## src/rtl/ifetch_prefetcher_pkg.sv

```systemverilog
// Shared prefetcher definitions: bus access-size codes, reset PC default
// and the width of one prefetch FIFO entry {pc, word, fault}.
`ifndef BUS_ACC_DEFS_SVH
`define BUS_ACC_DEFS_SVH
`define BUS_ACC_1B  2'd0
`define BUS_ACC_2B  2'd1
`define BUS_ACC_4B  2'd2
`define BUS_ACC_CNT 3
`endif

package ifetch_prefetcher_pkg;
  localparam int BUS_ACC_W = $clog2(`BUS_ACC_CNT);
  localparam logic [31:0] RESET_PC_DEFAULT = 32'h0000_0000;

  function automatic int fetch_entry_w(input int addr_width);
    return addr_width + 33;
  endfunction
endpackage

```

## src/rtl/ifetch_prefetcher_if.sv

```systemverilog
// Core-side fetch handshake plus ROM bus request/response signals.
// master = prefetcher view, slave = core/ROM-controller view.
interface ifetch_prefetcher_if import ifetch_prefetcher_pkg::*; #(
  parameter int ADDR_WIDTH = 32
);
  logic                  redirect;
  logic [ADDR_WIDTH-1:0] redirect_pc;
  logic                  instr_valid;
  logic                  instr_ready;
  logic [31:0]           instr;
  logic [ADDR_WIDTH-1:0] instr_pc;
  logic                  instr_fault;
  logic                  bus_req;
  logic                  bus_resp;
  logic [ADDR_WIDTH-1:0] bus_addr;
  logic                  bus_wr_b;
  logic [BUS_ACC_W-1:0]  bus_acc;
  logic [31:0]           bus_wdata;
  logic [31:0]           bus_rdata;
  logic                  bus_fault;

  modport master (
    input  redirect, redirect_pc, instr_ready, bus_resp, bus_rdata, bus_fault,
    output instr_valid, instr, instr_pc, instr_fault,
           bus_req, bus_addr, bus_wr_b, bus_acc, bus_wdata
  );
  modport slave (
    output redirect, redirect_pc, instr_ready, bus_resp, bus_rdata, bus_fault,
    input  instr_valid, instr, instr_pc, instr_fault,
           bus_req, bus_addr, bus_wr_b, bus_acc, bus_wdata
  );
endinterface

```

## src/rtl/ifetch_fifo.sv

```systemverilog
// Generic sync FIFO with flush; 1-cycle write-to-read latency, read-first on push+pop.
// No internal backpressure: callers consult full/count before pushing.
module ifetch_fifo #(
  parameter int WIDTH = 8,
  parameter int DEPTH = 2
) (
  input  logic                     clk,
  input  logic                     rstn,
  input  logic                     push,
  input  logic                     pop,
  input  logic                     flush,
  input  logic [WIDTH-1:0]         din,
  output logic [WIDTH-1:0]         dout,
  output logic [$clog2(DEPTH):0]   count,
  output logic                     empty,
  output logic                     full
);
  localparam int PW = $clog2(DEPTH);

  logic [WIDTH-1:0] mem [DEPTH];
  logic [PW-1:0]    rd_ptr;
  logic [PW-1:0]    wr_ptr;
  logic             do_push;
  logic             do_pop;

  assign empty   = (count == '0);
  assign full    = (count == (PW+1)'(DEPTH));
  assign do_pop  = pop & ~empty & ~flush;
  assign do_push = push & ~flush;
  assign dout    = mem[rd_ptr];

  always_ff @(posedge clk or negedge rstn) begin
    if (!rstn) begin
      for (int i = 0; i < DEPTH; i++) mem[i] <= '0;
      rd_ptr <= '0;
      wr_ptr <= '0;
      count  <= '0;
    end else if (flush) begin
      rd_ptr <= '0;
      wr_ptr <= '0;
      count  <= '0;
    end else begin
      if (do_push) begin
        mem[wr_ptr] <= din;
        wr_ptr      <= wr_ptr + 1'b1;
      end
      if (do_pop) rd_ptr <= rd_ptr + 1'b1;
      count <= count + (PW+1)'(do_push) - (PW+1)'(do_pop);
    end
  end

  overflow_chk: assert property (@(posedge clk) disable iff (!rstn)
    !(push && full && !do_pop && !flush));
endmodule

```

## src/rtl/ifetch_prefetcher.sv

```systemverilog
// Sequential instruction prefetcher; 2-cycle startup then 1 word/cycle with a 1-cycle slave.
// Stops issuing when FIFO entries plus the in-flight fetch would exceed FIFO_DEPTH.
module ifetch_prefetcher import ifetch_prefetcher_pkg::*; #(
  parameter int                    ADDR_WIDTH = 32,
  parameter logic [ADDR_WIDTH-1:0] RESET_PC   = ADDR_WIDTH'(RESET_PC_DEFAULT),
  parameter int                    FIFO_DEPTH = 2
) (
  input logic                clk,
  input logic                rstn,
  ifetch_prefetcher_if.master io
);
  localparam int EW = fetch_entry_w(ADDR_WIDTH);
  localparam int CW = $clog2(FIFO_DEPTH) + 1;

  logic [ADDR_WIDTH-1:0] fetch_pc;
  logic [ADDR_WIDTH-1:0] txn_pc;
  logic                  txn_fault;
  logic                  outstanding;
  logic                  discard;
  logic                  pop;
  logic                  issue;
  logic                  resp;
  logic                  take_word;
  logic                  fifo_push;
  logic                  fifo_pop;
  logic                  fifo_empty;
  logic                  fifo_full;
  logic [CW-1:0]         fifo_count;
  logic [CW:0]           occupancy;
  logic [EW-1:0]         fifo_din;
  logic [EW-1:0]         fifo_dout;

  // Occupancy counts the in-flight fetch so its response always has a slot.
  assign pop       = ~fifo_empty & io.instr_ready;
  assign occupancy = {1'b0, fifo_count} + (CW+1)'(outstanding) - (CW+1)'(pop);
  assign issue     = rstn & ~io.redirect & (~outstanding | io.bus_resp)
                   & (occupancy < (CW+1)'(FIFO_DEPTH));
  assign resp      = io.bus_resp & outstanding;
  assign take_word = resp & ~discard & ~io.redirect;
  assign fifo_push = take_word & (~fifo_full | pop);
  assign fifo_pop  = pop & ~io.redirect;
  assign fifo_din  = {txn_pc, io.bus_rdata, txn_fault};

  ifetch_fifo #(.WIDTH(EW), .DEPTH(FIFO_DEPTH)) u_fifo (
    .clk   (clk),
    .rstn  (rstn),
    .push  (fifo_push),
    .pop   (fifo_pop),
    .flush (io.redirect),
    .din   (fifo_din),
    .dout  (fifo_dout),
    .count (fifo_count),
    .empty (fifo_empty),
    .full  (fifo_full)
  );

  assign io.instr_valid = ~fifo_empty;
  assign {io.instr_pc, io.instr, io.instr_fault} = fifo_dout;
  assign io.bus_req   = issue;
  assign io.bus_addr  = fetch_pc;
  assign io.bus_wr_b  = 1'b0;
  assign io.bus_acc   = `BUS_ACC_4B;
  assign io.bus_wdata = '0;

  always_ff @(posedge clk or negedge rstn) begin
    if (!rstn) begin
      fetch_pc    <= RESET_PC;
      txn_pc      <= '0;
      txn_fault   <= 1'b0;
      outstanding <= 1'b0;
      discard     <= 1'b0;
    end else begin
      if (issue)     outstanding <= 1'b1;
      else if (resp) outstanding <= 1'b0;

      if (io.redirect) begin
        fetch_pc <= io.redirect_pc & ~ADDR_WIDTH'(3);
        // A fetch still in flight belongs to the old stream; drop it when it lands.
        if (outstanding & ~io.bus_resp) discard <= 1'b1;
        else if (resp)                  discard <= 1'b0;
      end else begin
        if (resp & discard) discard <= 1'b0;
        if (issue) begin
          txn_pc    <= fetch_pc;
          txn_fault <= io.bus_fault;
          fetch_pc  <= fetch_pc + ADDR_WIDTH'(4);
        end
      end
    end
  end
endmodule
```

## src/flat_wrapper.sv

```systemverilog
// flat-port wrapper written by rule: the top's interface ports become plain ports
module ifetch_prefetcher_flat import ifetch_prefetcher_pkg::*;
#(
  parameter int                    ADDR_WIDTH = 32,
  parameter logic [ADDR_WIDTH-1:0] RESET_PC   = ADDR_WIDTH'(RESET_PC_DEFAULT),
  parameter int                    FIFO_DEPTH = 2
)
  (clk, rstn, io_redirect, io_redirect_pc, io_instr_ready, io_bus_resp, io_bus_rdata, io_bus_fault, io_instr_valid, io_instr, io_instr_pc, io_instr_fault, io_bus_req, io_bus_addr, io_bus_wr_b, io_bus_acc, io_bus_wdata);
  ifetch_prefetcher_if #(.ADDR_WIDTH(ADDR_WIDTH)) io_i ();
  input logic clk;
  input logic rstn;
  input wire logic [$bits(io_i.redirect)-1:0] io_redirect;
  input wire logic [$bits(io_i.redirect_pc)-1:0] io_redirect_pc;
  input wire logic [$bits(io_i.instr_ready)-1:0] io_instr_ready;
  input wire logic [$bits(io_i.bus_resp)-1:0] io_bus_resp;
  input wire logic [$bits(io_i.bus_rdata)-1:0] io_bus_rdata;
  input wire logic [$bits(io_i.bus_fault)-1:0] io_bus_fault;
  output wire logic [$bits(io_i.instr_valid)-1:0] io_instr_valid;
  output wire logic [$bits(io_i.instr)-1:0] io_instr;
  output wire logic [$bits(io_i.instr_pc)-1:0] io_instr_pc;
  output wire logic [$bits(io_i.instr_fault)-1:0] io_instr_fault;
  output wire logic [$bits(io_i.bus_req)-1:0] io_bus_req;
  output wire logic [$bits(io_i.bus_addr)-1:0] io_bus_addr;
  output wire logic [$bits(io_i.bus_wr_b)-1:0] io_bus_wr_b;
  output wire logic [$bits(io_i.bus_acc)-1:0] io_bus_acc;
  output wire logic [$bits(io_i.bus_wdata)-1:0] io_bus_wdata;
  assign io_i.redirect = io_redirect;
  assign io_i.redirect_pc = io_redirect_pc;
  assign io_i.instr_ready = io_instr_ready;
  assign io_i.bus_resp = io_bus_resp;
  assign io_i.bus_rdata = io_bus_rdata;
  assign io_i.bus_fault = io_bus_fault;
  assign io_instr_valid = io_i.instr_valid;
  assign io_instr = io_i.instr;
  assign io_instr_pc = io_i.instr_pc;
  assign io_instr_fault = io_i.instr_fault;
  assign io_bus_req = io_i.bus_req;
  assign io_bus_addr = io_i.bus_addr;
  assign io_bus_wr_b = io_i.bus_wr_b;
  assign io_bus_acc = io_i.bus_acc;
  assign io_bus_wdata = io_i.bus_wdata;
  ifetch_prefetcher #(.ADDR_WIDTH(ADDR_WIDTH), .RESET_PC(RESET_PC), .FIFO_DEPTH(FIFO_DEPTH)) u_core (.clk(clk), .rstn(rstn), .io(io_i));
endmodule
```

## config.mk

```make
export PLATFORM = sky130hd
export DESIGN_NAME = ifetch_prefetcher_flat
export DESIGN_NICKNAME = d
export VERILOG_FILES = /design/src/rtl/ifetch_prefetcher_pkg.sv /design/src/rtl/ifetch_prefetcher_if.sv /design/src/rtl/ifetch_fifo.sv /design/src/rtl/ifetch_prefetcher.sv /design/src/flat_wrapper.sv
export SDC_FILE = /design/constraint.sdc
export NUM_CORES = 1
export LEC_CHECK = 0
export CAP_MARGIN = 30
export CORE_MARGIN = 2
export CORE_UTILIZATION = 39
export DETAILED_ROUTE_END_ITERATION = 12
export GPL_TIMING_DRIVEN = 0
export PLACE_DENSITY = 0.68
export SLEW_MARGIN = 20
export SYNTH_ARGS = -nofsm -noshare
export SYNTH_HDL_FRONTEND = slang
export SYNTH_HIERARCHICAL = 1
export SYNTH_SLANG_ARGS = --single-unit
```

## constraint.sdc

```tcl
create_clock -name clk -period 4.86 [get_ports clk]
set_input_delay 0.972 -clock clk [delete_from_list [all_inputs] [get_ports clk]]
set_output_delay 0.972 -clock clk [all_outputs]
set_load 0.02 [all_outputs]
```

* After elaboration in Yosys (flattened, before gate mapping)
Index checks and enable logic that the tools add are counted.
Cells by class: add/sub/neg operators 7, bitwise gates (word level) 24, reductions and logical operators 10, muxes and demuxes 18, magnitude comparators 4, eq/ne operators 2
Operator list (number):
- 65-bit two-way mux | 4
- 130-bit bitwise mux | 1
- 65-bit demux with 1-bit select | 1
- 32-bit two-way mux | 2
- 32-bit by 3-bit adder with 32-bit output, second input constant | 1
- 1-bit AND | 14
- 2-bit nonzero test | 5
- 1-bit two-way mux | 9
- 1-bit inverter | 6
- 2-bit AND reduction | 3
- 2-bit greater-or-equal comparator, second input constant | 2
- 1-bit inverter with 2-bit output | 2
- 2-bit by 1-bit adder with 3-bit output | 1
- 3-bit by 2-bit less-than comparator with 1-bit output, second input constant | 1
- 3-bit by 1-bit inequality test with 1-bit output, second input constant | 1
- 3-bit by 1-bit subtractor with 3-bit output | 1
- 1-bit adder, second input constant | 2
- 2-bit by 1-bit adder with 2-bit output | 1
- 2-bit equality test, second input constant | 1
- 2-bit logical NOT | 1
- 2-bit by 1-bit less-than comparator with 1-bit output, second input constant | 1
- 2-bit two-way mux | 1
- 1-bit OR | 2
- 2-bit by 1-bit subtractor with 2-bit output | 1
- 1-bit logical AND | 1
Storage, ports and cells: register bits after elaboration 201, output and inout port bits 134, word-level logic and storage cells 75, bits of input ports 70

* Longest topological paths before layout
Gate-level depths: netlist of the first run.
depth after elaboration 9, gate-level depth with buffers 14, gate-level depth less buffers 11

* By module
The synthesis of the first run kept the hierarchy.
By module, submodules not included:
- ifetch_fifo | cells each 369, area an instance 6099.6 um^2, seq. area each 3353.2 um^2, times used 1
- ifetch_prefetcher | cells each 321, area an instance 3300.7 um^2, seq. area each 1576.5 um^2, times used 1

* Worst setup path before layout of the first run
OpenSTA, ideal clock, no wires.
path type input -> output, start in io_instr_ready, end out io_bus_req, arrival 2.797 ns, stages 10, required time 3.888 ns, path slack 1.091 ns, buffers on the path 3, cells stage by stage nand2_1 > nor2_1 > o21ai_0 > fa_1 > xnor2_1 > and3_1 > clkbuf_1 > nor2b_1 > buf_2 > buf_2
Between the ends: cells in the longest elaborated chain, start to end 4
RTL lines:
- start: declaration | line flat_wrapper.sv:14 | input wire logic [$bits(io_i.instr_ready)-1:0] io_instr_ready;
- 1-bit AND | line ifetch_prefetcher.sv:34 | assign pop = ~fifo_empty & io.instr_ready;
- 3-bit by 1-bit subtractor with 3-bit output | line ifetch_prefetcher.sv:35 | assign occupancy = {1'b0, fifo_count} + (CW+1)'(outstanding) - (CW+1)'(pop);
- 3-bit by 2-bit less-than comparator with 1-bit output | line ifetch_prefetcher.sv:37 | & (occupancy < (CW+1)'(FIFO_DEPTH));
- 1-bit AND | line ifetch_prefetcher.sv:37
- end: declaration | line flat_wrapper.sv:22 | output wire logic [$bits(io_i.bus_req)-1:0] io_bus_req;
No other way between the ends.

* Worst setup path after layout of the first run
Same ends and word-level chain as after synthesis.

==> impl_metrics.yaml, run 1 <==
clocking:
  clock_sinks: 197
  clk_pin_slew_ns: 0.08
  cts_tree: "yes"
  postCtsHoldBufs: 0
  root_buffer: "clkbuf_16"
  insertion_delay_ns: 0.44
  postCtsSetupBuffers: 0
  cts_buffers: 17
  ctsResizeCount: 2
  clockBufferDepth: 2
  cts.htree.levels: 4
drt:
  dr.pass1.iters: 4
  vias: 5872
  postRouteAntennaNets: 0
  routed_wl_um: 21000
  drtIter0Drc: 350
  viasPerCell: 4.72
  route.detailed.drc: 0
  wl_per_cell_um: 16.9
critical_path:
  r2r_slack_ns: 1.65
  timing.rr.start: "u_core/u_fifo/count[1]"
  cp-start-kind: "input pin"
  worst-path-max-fanout: 10
  crit_required_ns: 3.89
  worstPathArrival_ns: 3.69
  r2r_cells: 12
  rr_endpoint: "u_core/txn_pc[27]"
  path_class: "input pin to output port"
  end_kind: "output port"
logic_synthesis:
  yosys_most_used_dff: "dfrtp_1"
  synth_warnings: 6
  yosysTopAreaCell: "dfrtp_1"
  syn_avg_cell_area_um2: 13.6
  ys_ff_latch: 197
  synth.area.top_cells: "dfrtp_1 (52%), mux2_2 (21%), mux2_4 (7.2%)"
  synth_common_cells: "dfrtp_1 (197), mux2_2 (179), mux2_4 (45)"
  yosysMostFrequentCell: "dfrtp_1"
  postSynthCellCount: 690
  synth_top_area_share_pct: 52.4
  syn_area_um2: 9400
  seq_area_frac_synth_pct: 52.4
  synth_edf_count: 0
  async_reset_ff_share_pct: 100
  synth_cell_types: 39
timing:
  finalSetupViolCount: 0
  max_freq_ghz: 0.214
  slew-limit-headroom_pct: 56.1
  tightest_slew_ns: 0.657
  skew_ns: 0.0127
  fin_tns_setup_ns: 0
  finalHoldViolations: 0
  period_minus_slack_ns: 4.66
  maxSlewViolCount: 0
  rsz0062_at_grt: "no"
  fin_crit_sh_pct: 95.9
power_and_ir_drop:
  pwr-share-seq_pct: 40.7
  power_leakage_nw: 5.60
  powerDensity_nw_per_um2: 445
  comb_power_share_pct: 32.9
  power_switching_w: 0.00172
  internal_power_w: 0.00375
  power.share.clock_pct: 26.5
  ir_worst_vdd_mv: 0.189
  switching_share_pct: 31.4
layout:
  drive_gt1_share_pct: 35.9
  antenna_cells: 0
  fin_util_pct: 52.1
  design_area_um2: 12300
  areaGrowthSynthToFinish_pct: 30.5
  nets: 986
  fill_cells: 2073
grt:
  first_global_vias: 6016
  grt_usage_pct: 17.1
  grt_pass1_wl_um: 34100
  gr-total-overflow: 0
  antenna_found_initial: 0
  grt_max_degree: 96
floorplanning:
  initial_core_util_pct: 39.9
  core-area_um2: 23500
  ios: 204
  die_area_um2: 25400
  die_y_um: 159
  dieWidth_um: 159
  rows: 56
placement:
  dp_hpwl_um: 14700
  place_area_um2: 11600
  globalplace.congestion: 0.747
  io_buffers: 163
hold_path:
  hp-class: "input pin to asynchronous set/reset pin"
run_status:
  status: "finished clean"
job:
  max-cap-violations: 0
critical path: stages:
cell and delay [ns]:
clkdlybuf4s50_1 0.46, nand2_1 0.16, nor2_2 0.17, o21ai_0 0.12
fa_1 0.39, xnor2_1 0.24, and3_2 0.30, nor2b_1 0.14
buf_2 0.17, buf_4 0.23, clkdlybuf4s15_1 0.33
how the worst max path moves through the flow:
| stage | from | endpoint | slack, ns |
|---|---|---|---|
| after global placement | rstn | io_bus_req | -6.79 |
| after floorplan | io_instr_ready | io_bus_req | 1.09 |
| after CTS | io_instr_ready | io_bus_req | 0.07 |
| final | io_instr_ready | io_bus_req | 0.20 |
| after global routing | io_instr_ready | io_bus_req | 0.007 |
| after detailed placement | io_instr_ready | io_bus_req | -0.40 |
metrics by stage:
stage | hold slack [ns] | setup WS, ns | total power, W | std cells
2_1_floorplan | 0.454 | 1.09 | 0.00327 | 729
3_3_place_gp | 0.464 | -6.79 | 0.00403 | 1211
3_5_place_dp | 0.479 | -0.396 | 0.00406 | 1213
4_1_cts | 0.419 | 0.0720 | 0.00554 | 1244
5_1_grt | 0.434 | 0.00734 | 0.00574 | 1244
6_report | 0.424 | 0.198 | 0.00546 | 1244
registers in the layout, indices dropped and copies added, names as in the netlist:
register / count
u_core/u_fifo/mem: 130
u_core/io.bus_addr: 30
u_core/txn_pc: 30
u_core/u_fifo/count: 2
u_core/discard: 1
u_core/outstanding: 1
u_core/txn_fault: 1
u_core/u_fifo/rd_ptr: 1
u_core/u_fifo/wr_ptr: 1
layout by cell type (no fill, tap or decap), types with 11 or more instances in the layout:
cell type / count
mux2_2: 179
clkdlybuf4s50_1: 161
xnor2_1: 27
nand2_1: 39
mux2_4: 45
o21ai_0: 29
buf_4: 38
dfrtp_1: 197
conb_1: 41
clkbuf_16: 17
nor3_1: 11
nor2_1: 11
buf_2: 15
power by group through the flow:
stage | combinational [W] | sequential (W) | clock [W]
3_3_place_gp | 0.00179 | 0.00224 | 0
6_report | 0.00180 | 0.00222 | 0.00145
3_5_place_dp | 0.00181 | 0.00225 | 0
2_1_floorplan | 0.00107 | 0.00221 | 0
4_1_cts | 0.00182 | 0.00222 | 0.00149
5_1_grt | 0.00191 | 0.00227 | 0.00157
routing by layer:
layer / global-route usage (%) / vias up / share of wire, %
met3: 3.67 / 24 / 4.4
met1: 23.3 / 2919 / 47
li1: - / 2781 / -
met2: 27.4 / 148 / 47
met5: 0 / - / 0
met4: 5.50 / 0 / 1.5
cell families after synthesis:
group | synth area share (%)
xor gates and xnor gates | 3.03
adders and majority gates | 0.612
AOI/OAI and AO/OA | 1.93
other | 0.0799
and+or+nand+nor | 6.10
buffers and inverters | 6.47
muxes | 29.3
DFF | 52.4
final cells by class:
class | count | area, um^2 | area share [%]
plain buffers | 75 | 577 | 4.70
clock buffers | 17 | 425 | 3.47
clock inverters | 15 | 196 | 1.60
inverters | 8 | 30.0 | 0.245
multi-input cells | 448 | 4020 | 32.8
flip-flops and latches | 197 | 4930 | 40.2
well taps | 319 | 399 | 3.25
repair buffers | 165 | 1690 | 13.8
Power figures use the tool's default switching activity.
==> run 2, diff against run 1 <==
--- a/config.mk
+++ b/config.mk
@@ -8,9 +8,10 @@
 export CAP_MARGIN = 30
 export CORE_MARGIN = 2
 export CORE_UTILIZATION = 39
+export CTS_CLUSTER_DIAMETER = 80
 export DETAILED_ROUTE_END_ITERATION = 12
 export GPL_TIMING_DRIVEN = 0
-export PLACE_DENSITY = 0.68
+export PLACE_DENSITY = 0.67
 export SLEW_MARGIN = 20
 export SYNTH_ARGS = -nofsm -noshare
 export SYNTH_HDL_FRONTEND = slang
==> impl_metrics.yaml, run 2 (same netlist as run 1, synthesis figures left out) <==
timing:
  fin_crit_sh_pct: 93.5
  rsz0062_at_grt: "no"
  finalHoldViolations: 0
  skew_ns: 0.0144
  maxSlewViolCount: 0
  max_freq_ghz: 0.220
  finalSetupViolCount: 0
  setup_ws_ns: 0.316
  slew-limit-headroom_pct: 56.1
  period_minus_slack_ns: 4.54
  tightest_slew_ns: 0.659
drt:
  wl_per_cell_um: 17.0
  routed_wl_um: 21100
  vias: 5859
  route.detailed.drc: 0
  postRouteAntennaNets: 0
  dr.pass1.iters: 4
  viasPerCell: 4.71
  drtIter0Drc: 248
layout:
  drive_gt1_share_pct: 35.9
  largest_reg_flops: 130
  final_common_cell: "dfrtp_1"
  fill_cells: 2093
  layout_common_cells: "dfrtp_1 (197), mux2_2 (179), clkdlybuf4s50_1 (161), mux2_4 (45), conb_1 (41)"
  regArea_um2: 4930
  nets: 987
  multiInputGateArea_um2: 4020
  antenna_cells: 0
  regMostFlops: "u_core/u_fifo/mem"
  fin_util_pct: 52.2
  fin_cells: 1245
  areaGrowthSynthToFinish_pct: 30.7
  design_area_um2: 12300
clocking:
  clock_sinks: 197
  clockBufferDepth: 2
  postCtsSetupBuffers: 0
  cts_buffers: 17
  root_buffer: "clkbuf_16"
  insertion_delay_ns: 0.45
  cts.htree.levels: 4
  clk_pin_slew_ns: 0.08
  cts_tree: "yes"
critical_path:
  path_class: "input pin to output port"
  worst-path-max-fanout: 10
  r2r_cells: 12
  r2r_slack_ns: 1.63
  path_depth: 11
  worstPathCellList: "clkdlybuf4s50_1 > nand2_1 > nor2_1 > o21ai_0 > fa_1 > and2_1 > and3_2 > nor2b_1 > buf_2 > buf_4 > clkbuf_2"
  rr_endpoint: "u_core/txn_pc[29]"
  worstPathArrival_ns: 3.57
  cp-start-kind: "input pin"
  cpMaxStageDelayCell: "fa_1"
  max_stage_delay_ns: 0.48
  cp_num_buf_inv: 4
  timing.rr.start: "u_core/u_fifo/count[1]"
  crit_required_ns: 3.89
  end_kind: "output port"
  crit_family: "buffers and inverters"
power_and_ir_drop:
  power_leakage_nw: 5.61
  powerDensity_nw_per_um2: 450
  ir_worst_vdd_mv: 0.244
job:
  max-cap-violations: 0
floorplanning:
  die_y_um: 159
  die_area_um2: 25400
  ios: 204
  dieWidth_um: 159
  core-area_um2: 23500
  initial_core_util_pct: 39.9
  rows: 56
grt:
  gr-total-overflow: 0
  grt_max_degree: 85
  grt_usage_pct: 17.1
  antenna_found_initial: 0
  first_global_vias: 5913
  grt_pass1_wl_um: 33800
placement:
  io_buffers: 163
  globalplace.congestion: 0.753
  place_ws_ns: -0.426
  dp_hpwl_um: 14600
  place_area_um2: 11600
  dp_cells: 1214
hold_path:
  hp-class: "input pin to asynchronous set/reset pin"
run_status:
  status: "finished clean"
run 2: worst max-delay path by stage:
stage	startpoint	end	slack, ns
6_report	io_instr_ready	io_bus_req	0.32
5_1_grt	io_instr_ready	io_bus_req	0.11
3_5_place_dp	io_instr_ready	io_bus_req	-0.43
2_1_floorplan	io_instr_ready	io_bus_req	1.09
3_3_place_gp	rstn	io_bus_req	-6.83
4_1_cts	io_instr_ready	io_bus_req	0.05
run 2: metal layers:
layer / vias up / routed length [um] / track usage [%]
met5: - / 0 / 0
met4: 0 / 203 / 3.80
met3: 16 / 926 / 4.40
met2: 152 / 10100 / 26.9
met1: 2909 / 9900 / 23.9
li1: 2782 / - / -
run 2: power by group:
| group | internal (W) | switching (W) |
|---|---|---|
| Sequential | 0.00200 | 0.000224 |
| Clock | 0.000762 | 0.000753 |
| Combinational | 0.00104 | 0.000754 |
| Total | 0.00380 | 0.00173 |
run 2: through the flow:
step | setup TNS, ns | hold WS, ns | power, W
final | 0 | 0.424 | 0.00553
after global routing | 0 | 0.429 | 0.00580
after CTS | 0 | 0.419 | 0.00561
after detailed placement | -0.426 | 0.475 | 0.00406
after global placement | -1472.84 | 0.464 | 0.00403
after floorplan | 0 | 0.454 | 0.00327
run 2: cell type report:
class,count,area share [%]
well taps,319,3.25
repair buffers,166,13.8
inverters,8,0.244
multi-input cells,448,32.7
clock buffers,17,3.46
plain buffers,75,4.69
clock inverters,15,1.79
flip-flops and latches,197,40.1
run 2: timing repair:
action,4_1_cts,5_1_grt
resized for setup,2,4
endpoints found under the hold margin,0,0
setup endpoints to repair,1,1
pin swaps,0,0
hold buffers,0,0
cloned,0,0
